[src/rtl/branch_stack_ctrl.sv]
`default_nettype none
// ============================================================================
// Module   : branch_stack_ctrl
// Function : Branch checkpoint controller for maptable recovery. Holds one
//            maptable snapshot per in-flight branch in an age-ordered
//            circular buffer. Keeps the stored valid bits current from the
//            CDB. On a mispredict it squashes the branch and everything
//            younger, then pulses the restored map state for one cycle.
// Revision : 1.0 - initial release
// ============================================================================
module branch_stack_ctrl #(
    parameter int DEPTH    = 4,
    parameter int LREG_NUM = 32,
    parameter int PREG_W   = 6,
    localparam int TAG_W   = $clog2(DEPTH),
    localparam int CNT_W   = $clog2(DEPTH + 1),
    localparam int LREG_W  = $clog2(LREG_NUM),
    localparam int MT_W    = LREG_NUM * (PREG_W + 1)
) (
    input  logic                  clock,
    input  logic                  reset,
    input  logic                  alloc_valid,
    input  logic [MT_W-1:0]       alloc_state,
    output logic                  alloc_ready,
    output logic [TAG_W-1:0]      alloc_tag,
    input  logic                  resolve_valid,
    input  logic [TAG_W-1:0]      resolve_tag,
    input  logic                  resolve_mispredict,
    input  logic [2:0]            cdb_valid,
    input  logic [3*LREG_W-1:0]   cdb_lreg,
    input  logic [3*PREG_W-1:0]   cdb_preg,
    output logic                  recover_valid,
    output logic [MT_W-1:0]       recover_state,
    output logic [DEPTH-1:0]      squash_mask,
    output logic [CNT_W-1:0]      count
);

    localparam int ENT_W = PREG_W + 1;

    localparam logic [0:0] c_ST_RUN     = 1'b0;
    localparam logic [0:0] c_ST_RECOVER = 1'b1;

    // Sets the valid bit of every map entry whose lreg and preg match a
    // valid CDB lane; entries with a different preg are left untouched.
    function automatic logic [MT_W-1:0] f_cdb_apply(
        input logic [MT_W-1:0]     state,
        input logic [2:0]          lane_valid,
        input logic [3*LREG_W-1:0] lane_lreg,
        input logic [3*PREG_W-1:0] lane_preg
    );
        logic [MT_W-1:0] res;
        res = state;
        for (int j = 0; j < LREG_NUM; j++) begin
            for (int k = 0; k < 3; k++) begin
                if (lane_valid[k] &&
                    (lane_lreg[k*LREG_W +: LREG_W] == LREG_W'(j)) &&
                    (res[j*ENT_W +: PREG_W] == lane_preg[k*PREG_W +: PREG_W])) begin
                    res[j*ENT_W + PREG_W] = 1'b1;
                end
            end
        end
        return res;
    endfunction

    logic [0:0]       r_state;
    logic [0:0]       w_state_nxt;
    logic [TAG_W-1:0] r_head;
    logic [TAG_W-1:0] r_tail;
    logic [CNT_W-1:0] r_count;
    logic [DEPTH-1:0] r_done;
    logic [MT_W-1:0]  r_snap [DEPTH];

    logic             r_recover_valid;
    logic [MT_W-1:0]  r_recover_state;
    logic [DEPTH-1:0] r_squash_mask;

    logic [DEPTH-1:0] w_live;
    logic [MT_W-1:0]  w_snap_upd [DEPTH];
    logic [DEPTH-1:0] w_squash;
    logic [MT_W-1:0]  w_alloc_upd;
    logic [MT_W-1:0]  w_recover_upd;

    logic             w_run;
    logic             w_mispredict_in;
    logic             w_mispredict;
    logic             w_correct;
    logic             w_alloc;
    logic             w_retire;
    logic [CNT_W-1:0] w_keep;
    logic [CNT_W-1:0] w_killed;

    assign w_run           = (r_state == c_ST_RUN);
    assign w_mispredict_in = resolve_valid & resolve_mispredict;
    // Resolves only count in RUN and only against a live tag.
    assign w_mispredict    = w_run & w_mispredict_in & w_live[resolve_tag];
    assign w_correct       = w_run & resolve_valid & ~resolve_mispredict & w_live[resolve_tag];

    // Raw mispredict input blocks alloc even before liveness is known.
    assign alloc_ready = w_run & (r_count < CNT_W'(DEPTH)) & ~w_mispredict_in;
    assign w_alloc     = alloc_valid & alloc_ready;
    assign w_retire    = w_run & (r_count != '0) & r_done[r_head] & ~w_mispredict;

    // Entries older than the mispredicted one survive; the rest are killed.
    assign w_keep   = CNT_W'(TAG_W'(resolve_tag - r_head));
    assign w_killed = r_count - w_keep;

    assign w_alloc_upd   = f_cdb_apply(alloc_state, cdb_valid, cdb_lreg, cdb_preg);
    assign w_recover_upd = f_cdb_apply(r_snap[resolve_tag], cdb_valid, cdb_lreg, cdb_preg);

    for (genvar gi = 0; gi < DEPTH; gi++) begin : g_entry
        logic [TAG_W-1:0] w_age;
        logic [TAG_W-1:0] w_dist;
        // Age relative to head decides liveness; count separates full/empty.
        assign w_age          = TAG_W'(gi) - r_head;
        assign w_live[gi]     = (CNT_W'(w_age) < r_count);
        // Distance from the mispredicted tag, walking toward the tail.
        assign w_dist         = TAG_W'(gi) - resolve_tag;
        assign w_squash[gi]   = (CNT_W'(w_dist) < w_killed);
        assign w_snap_upd[gi] = f_cdb_apply(r_snap[gi], cdb_valid, cdb_lreg, cdb_preg);
    end

    // FSM state register.
    always_ff @(posedge clock or negedge reset) begin
        if (!reset) begin
            r_state <= c_ST_RUN;
        end else begin
            r_state <= w_state_nxt;
        end
    end

    // FSM next state: a live mispredict enters RECOVER for exactly one cycle.
    always_comb begin
        w_state_nxt = r_state;
        case (r_state)
            c_ST_RUN:     if (w_mispredict) w_state_nxt = c_ST_RECOVER;
            c_ST_RECOVER: w_state_nxt = c_ST_RUN;
            default:      w_state_nxt = c_ST_RUN;
        endcase
    end

    // Head, tail and occupancy bookkeeping.
    always_ff @(posedge clock or negedge reset) begin
        if (!reset) begin
            r_head  <= '0;
            r_tail  <= '0;
            r_count <= '0;
        end else begin
            if (w_retire) begin
                r_head <= r_head + TAG_W'(1);
            end
            if (w_mispredict) begin
                r_tail  <= resolve_tag;
                r_count <= w_keep;
            end else begin
                if (w_alloc) begin
                    r_tail <= r_tail + TAG_W'(1);
                end
                case ({w_alloc, w_retire})
                    2'b10:   r_count <= r_count + CNT_W'(1);
                    2'b01:   r_count <= r_count - CNT_W'(1);
                    default: r_count <= r_count;
                endcase
            end
        end
    end

    // Per-entry done bits: cleared on alloc or retire, set by a correct resolve.
    always_ff @(posedge clock or negedge reset) begin
        if (!reset) begin
            r_done <= '0;
        end else begin
            for (int i = 0; i < DEPTH; i++) begin
                if (w_alloc && (r_tail == TAG_W'(i))) begin
                    r_done[i] <= 1'b0;
                end else if (w_retire && (r_head == TAG_W'(i))) begin
                    r_done[i] <= 1'b0;
                end else if (w_correct && (resolve_tag == TAG_W'(i))) begin
                    r_done[i] <= 1'b1;
                end
            end
        end
    end

    // Snapshot storage: capture on alloc, keep live entries current from the CDB.
    always_ff @(posedge clock or negedge reset) begin
        if (!reset) begin
            for (int i = 0; i < DEPTH; i++) begin
                r_snap[i] <= '0;
            end
        end else begin
            for (int i = 0; i < DEPTH; i++) begin
                if (w_alloc && (r_tail == TAG_W'(i))) begin
                    r_snap[i] <= w_alloc_upd;
                end else if (w_live[i]) begin
                    r_snap[i] <= w_snap_upd[i];
                end
            end
        end
    end

    // Registered recovery pulse; payload holds until the next mispredict.
    always_ff @(posedge clock or negedge reset) begin
        if (!reset) begin
            r_recover_valid <= 1'b0;
            r_recover_state <= '0;
            r_squash_mask   <= '0;
        end else begin
            r_recover_valid <= w_mispredict;
            if (w_mispredict) begin
                r_recover_state <= w_recover_upd;
                r_squash_mask   <= w_squash;
            end
        end
    end

    assign alloc_tag     = r_tail;
    assign count         = r_count;
    assign recover_valid = r_recover_valid;
    assign recover_state = r_recover_state;
    assign squash_mask   = r_squash_mask;

endmodule
`default_nettype wire

[config.mk]
export PLATFORM = sky130hd
export DESIGN_NAME = branch_stack_ctrl
export DESIGN_NICKNAME = d
export VERILOG_FILES = /design/src/rtl/branch_stack_ctrl.sv
export SDC_FILE = /design/constraint.sdc
export NUM_CORES = 2
export LEC_CHECK = 0
export CELL_PAD_IN_SITES_DETAIL_PLACEMENT = 1
export CELL_PAD_IN_SITES_GLOBAL_PLACEMENT = 1
export CORE_ASPECT_RATIO = 1.2
export CORE_MARGIN = 2
export CORE_UTILIZATION = 40
export CTS_CLUSTER_DIAMETER = 30
export DETAILED_ROUTE_END_ITERATION = 16
export PLACE_DENSITY_LB_ADDON = 0.1
export SKIP_CTS_REPAIR_TIMING = 1
export SYNTH_ARGS = -nofsm -noshare
export SYNTH_HDL_FRONTEND = slang
export SYNTH_SLANG_ARGS = --single-unit
[constraint.sdc]
create_clock -name clock -period 3.5 [get_ports clock]
set_input_delay 0.7 -clock clock [delete_from_list [all_inputs] [get_ports clock]]
set_output_delay 0.7 -clock clock [all_outputs]
set_load 0.05 [all_outputs]
==> impl_metrics.json <==
{
  "status": "complete, no violations",
  "p_sw_mw": 45.1,
  "synth.distinct_cells": 63,
  "drc": 0,
  "final_common_cell": "nand2_1",
  "numCtsBuffers": 335,
  "port_buffers": 501,
  "worstPathCellList": "inv_1 > ha_1 > ha_1 > a21oi_1 > o221ai_1 > a211o_4 > buf_12 > nor3_4 > a31oi_1",
  "slew_violations": 0,
  "start_util_pct": 40.1,
  "vias": 88010,
  "yosysSeqAreaShare_pct": 30.9,
  "postLayoutSetupSlackWorst_ns": 0.266,
  "clkSinkCount": 1137,
  "synth_top_area_cell": "dfrtp_1",
  "worst_setup_path_end_kind": "flop",
  "finalHoldViolations": 0,
  "cts_max_path_buffers": 4,
  "syn_area_per_cell_um2": 8.47,
  "cts_tree": "yes",
  "dpl.hpwl_um": 306000,
  "crit_type": "flop to flop",
  "num_io_pins": 502,
  "area_growth_pct": 24.2,
  "fmax_mhz": 309,
  "leakage_nw": 49.6,
  "drt-total-wl_um": 463000,
  "holdPathEnd": "alloc_tag[0]$_DFFE_PN0P_",
  "hold_path.startpoint": "resolve_tag[0]",
  "holdCritPathClass": "input pin to flop",
  "grt_use_total_pct": 38.7,
  "reg2reg_depth": 9,
  "routabilityCongestion": 0.945,
  "r2r_start": "r_head[1]$_DFFE_PN0N_",
  "fp.coreArea_um2": 230000,
  "die_y_um": 530,
  "cp_slowest_stage_delay_ns": 0.43,
  "grt_first_pass_wirelength_um": 672000,
  "r2r-end": "recover_state[139]$_DFFE_PN0P_",
  "drt_iter0_markers": 7902,
  "worst-path-max-fanout": 159,
  "start_kind": "flop",
  "syn-cell-area_um2": 92200,
  "antenna_left": 0,
  "period_needed_ns": 3.23,
  "netlist_instances": 10884,
  "via_per_inst": 6.08,
  "internal_power_mw": 58.4,
  "rsz0062_at_grt": "false",
  "holdWs_ns": 0.297,
  "rows": 193,
  "power_frac_comb_pct": 39.9,
  "ys_warn_count": 0,
  "syn_nets": 11175,
  "synth_edf_count": 0,
  "stdcell_area_um2": 114000,
  "dr.pass1.iters": 5,
  "r2r_setup_slack_ns": 0.27,
  "critical_path_required_ns": 4.21,
  "netlist_top_cells_area": "dfrtp_1, xor2_1, xnor2_1",
  "clk_latency_ns": 0.91,
  "finClkSkew_ns": 0.0629,
  "final_util_pct": 49.8,
  "async_flop_share_pct": 100,
  "antenna_found_initial": 30,
  "cts_max_level": 5,
  "power_frac_clock_pct": 30.8,
  "setup-tns-final_ns": 0,
  "layout_common_cells": "nand2_1, xor2_1, xnor2_1, dfrtp_1, nor4_1",
  "grt_pass1_vias": 93711,
  "overflow": 0,
  "nets": 11467,
  "setup_violations": 0,
  "powerDensity_nw_per_um2": 905,
  "hold_depth": 3,
  "finalPower_mw": 104,
  "switching_share_pct": 43.6,
  "yosys.area.top_type_share_pct": 30.9,
  "grt_max_degree": 160,
  "peakVddDrop_mv": 0.917,
  "dp_worst_setup_slack_ns": -0.0211,
  "synth_seq_cells": 1137,
  "place_inst": 13860,
  "fill_cells": 26050,
  "ys.flop_type": "dfrtp_1",
  "critPathSlowestCell": "a211o_4",
  "die_w_um": 442,
  "cp_common_cell": "ha_1",
  "dieArea_um2": 234000,
  "drive_gt1_share_pct": 12.3,
  "wl_per_cell_um": 32.0,
  "pwr-share-seq_pct": 29.2,
  "relSlewSlack_pct": 23.8,
  "fin_crit_sh_pct": 92.4,
  "root_buffer": "clkbuf_16",
  "worst_pin_slew_ns": 1.14,
  "arrival_ns": 3.94,
  "placed_cell_area_um2": 103000,
  "max-cap-violations": 0,
  "path_clk_slew_ns": 0.05,
  "stdcell_count": 14480
}
==> critical path: cells and delay by family, from the launching register on <==
family / cells / cell delay, ns
DFF: 1 / 0.37
buffers and inverters: 2 / 0.38
AOI/OAI and AO/OA: 4 / 1.11
adders and majority gates: 2 / 0.56
and+or+nand+nor: 1 / 0.33
==> power groups by stage <==
stage / Sequential [mW] / Combinational [mW] / Clock, mW
finish: 30.3 / 41.3 / 31.9
global route: 30.8 / 44.5 / 33.0
CTS: 29.9 / 41.1 / 32.2
detailed placement: 30.0 / 40.8 / 0
global placement: 29.7 / 39.3 / 0
floorplan: 29.0 / 25.9 / 0
==> registers in the layout, indices dropped and copies added (netlist names) <==
signal         flops
r_state            1
squash_mask        4
recover_valid      1
alloc_tag          2
r_snap           896
count              3
r_head             2
r_done             4
recover_state    224
==> worst max-delay path by stage <==
stage / startpoint / endpoint / slack [ns] / cells past startpoint
after detailed placement: cdb_lreg[7] / recover_state[6]$_DFFE_PN0P_ / -0.02 / 8
after floorplan: resolve_tag[0] / squash_mask[1]$_DFFE_PN0P_ / 0.05 / 14
after global placement: cdb_lreg[7] / recover_state[6]$_DFFE_PN0P_ / -0.04 / 8
final: r_head[1]$_DFFE_PN0N_ / recover_state[139]$_DFFE_PN0P_ / 0.27 / 9
after CTS: count[2]$_DFFE_PN0P_ / count[2] / 0.28 / 1
after global routing: r_head[0]$_DFFE_PN0N_ / recover_state[139]$_DFFE_PN0P_ / 0.22 / 9
==> Yosys cell counts (all sizes together), types with 4 or more instances <==
| cell type | count |
|---|---|
| inv | 26 |
| mux4 | 214 |
| xnor2 | 1385 |
| clkbuf | 521 |
| mux2 | 35 |
| ha | 22 |
| a21oi | 154 |
| dfrtp | 1137 |
| buf | 559 |
| nand3 | 16 |
| mux2i | 75 |
| o22ai | 10 |
| a22oi | 9 |
| and2 | 5 |
| xor2 | 2044 |
| or4 | 4 |
| nand4bb | 9 |
| and3 | 39 |
| a211oi | 7 |
| nand2 | 2907 |
| nor3 | 158 |
| a221oi | 4 |
| or2 | 7 |
| nand4 | 531 |
| o21ai | 48 |
| a41oi | 41 |
| o221ai | 6 |
| nor2 | 130 |
| nor4 | 575 |
| a31oi | 139 |
| nand4b | 9 |
| nand2b | 12 |
==> per-layer routing <==
metal / vias up / share of wire, % / track usage (%)
met5: - / 0.035 / 0
met4: 24 / 6.9 / 24.4
met3: 1507 / 7.7 / 7.49
met2: 4476 / 46 / 61.9
met1: 45299 / 40 / 47.9
li1: 36704 / - / -
==> kinds of logic after synthesis <==
group / Yosys count / synth area share (%)
DFF: 1137 / 30.9
adders and majority gates: 24 / 0.342
AOI/OAI and AO/OA: 446 / 2.99
buffers and inverters: 1109 / 5.18
and+or+nand+nor: 4415 / 21.6
xor gates and xnor gates: 3429 / 32.6
muxes: 324 / 6.47
==> cell type report <==
class                   instances  area [um^2]  area share [%]
multi-input cells            8638        59100            51.6
flip-flops and latches       1137        28500            24.9
repair buffers               1035        11300            9.88
clock buffers                 423         9320            8.14
well taps                    3022         3780            3.30
clock inverters               180         2400            2.09
inverters                      29          120           0.105
diodes                         16         40.0          0.0350
No activity file was read; power rests on OpenSTA's default activity.
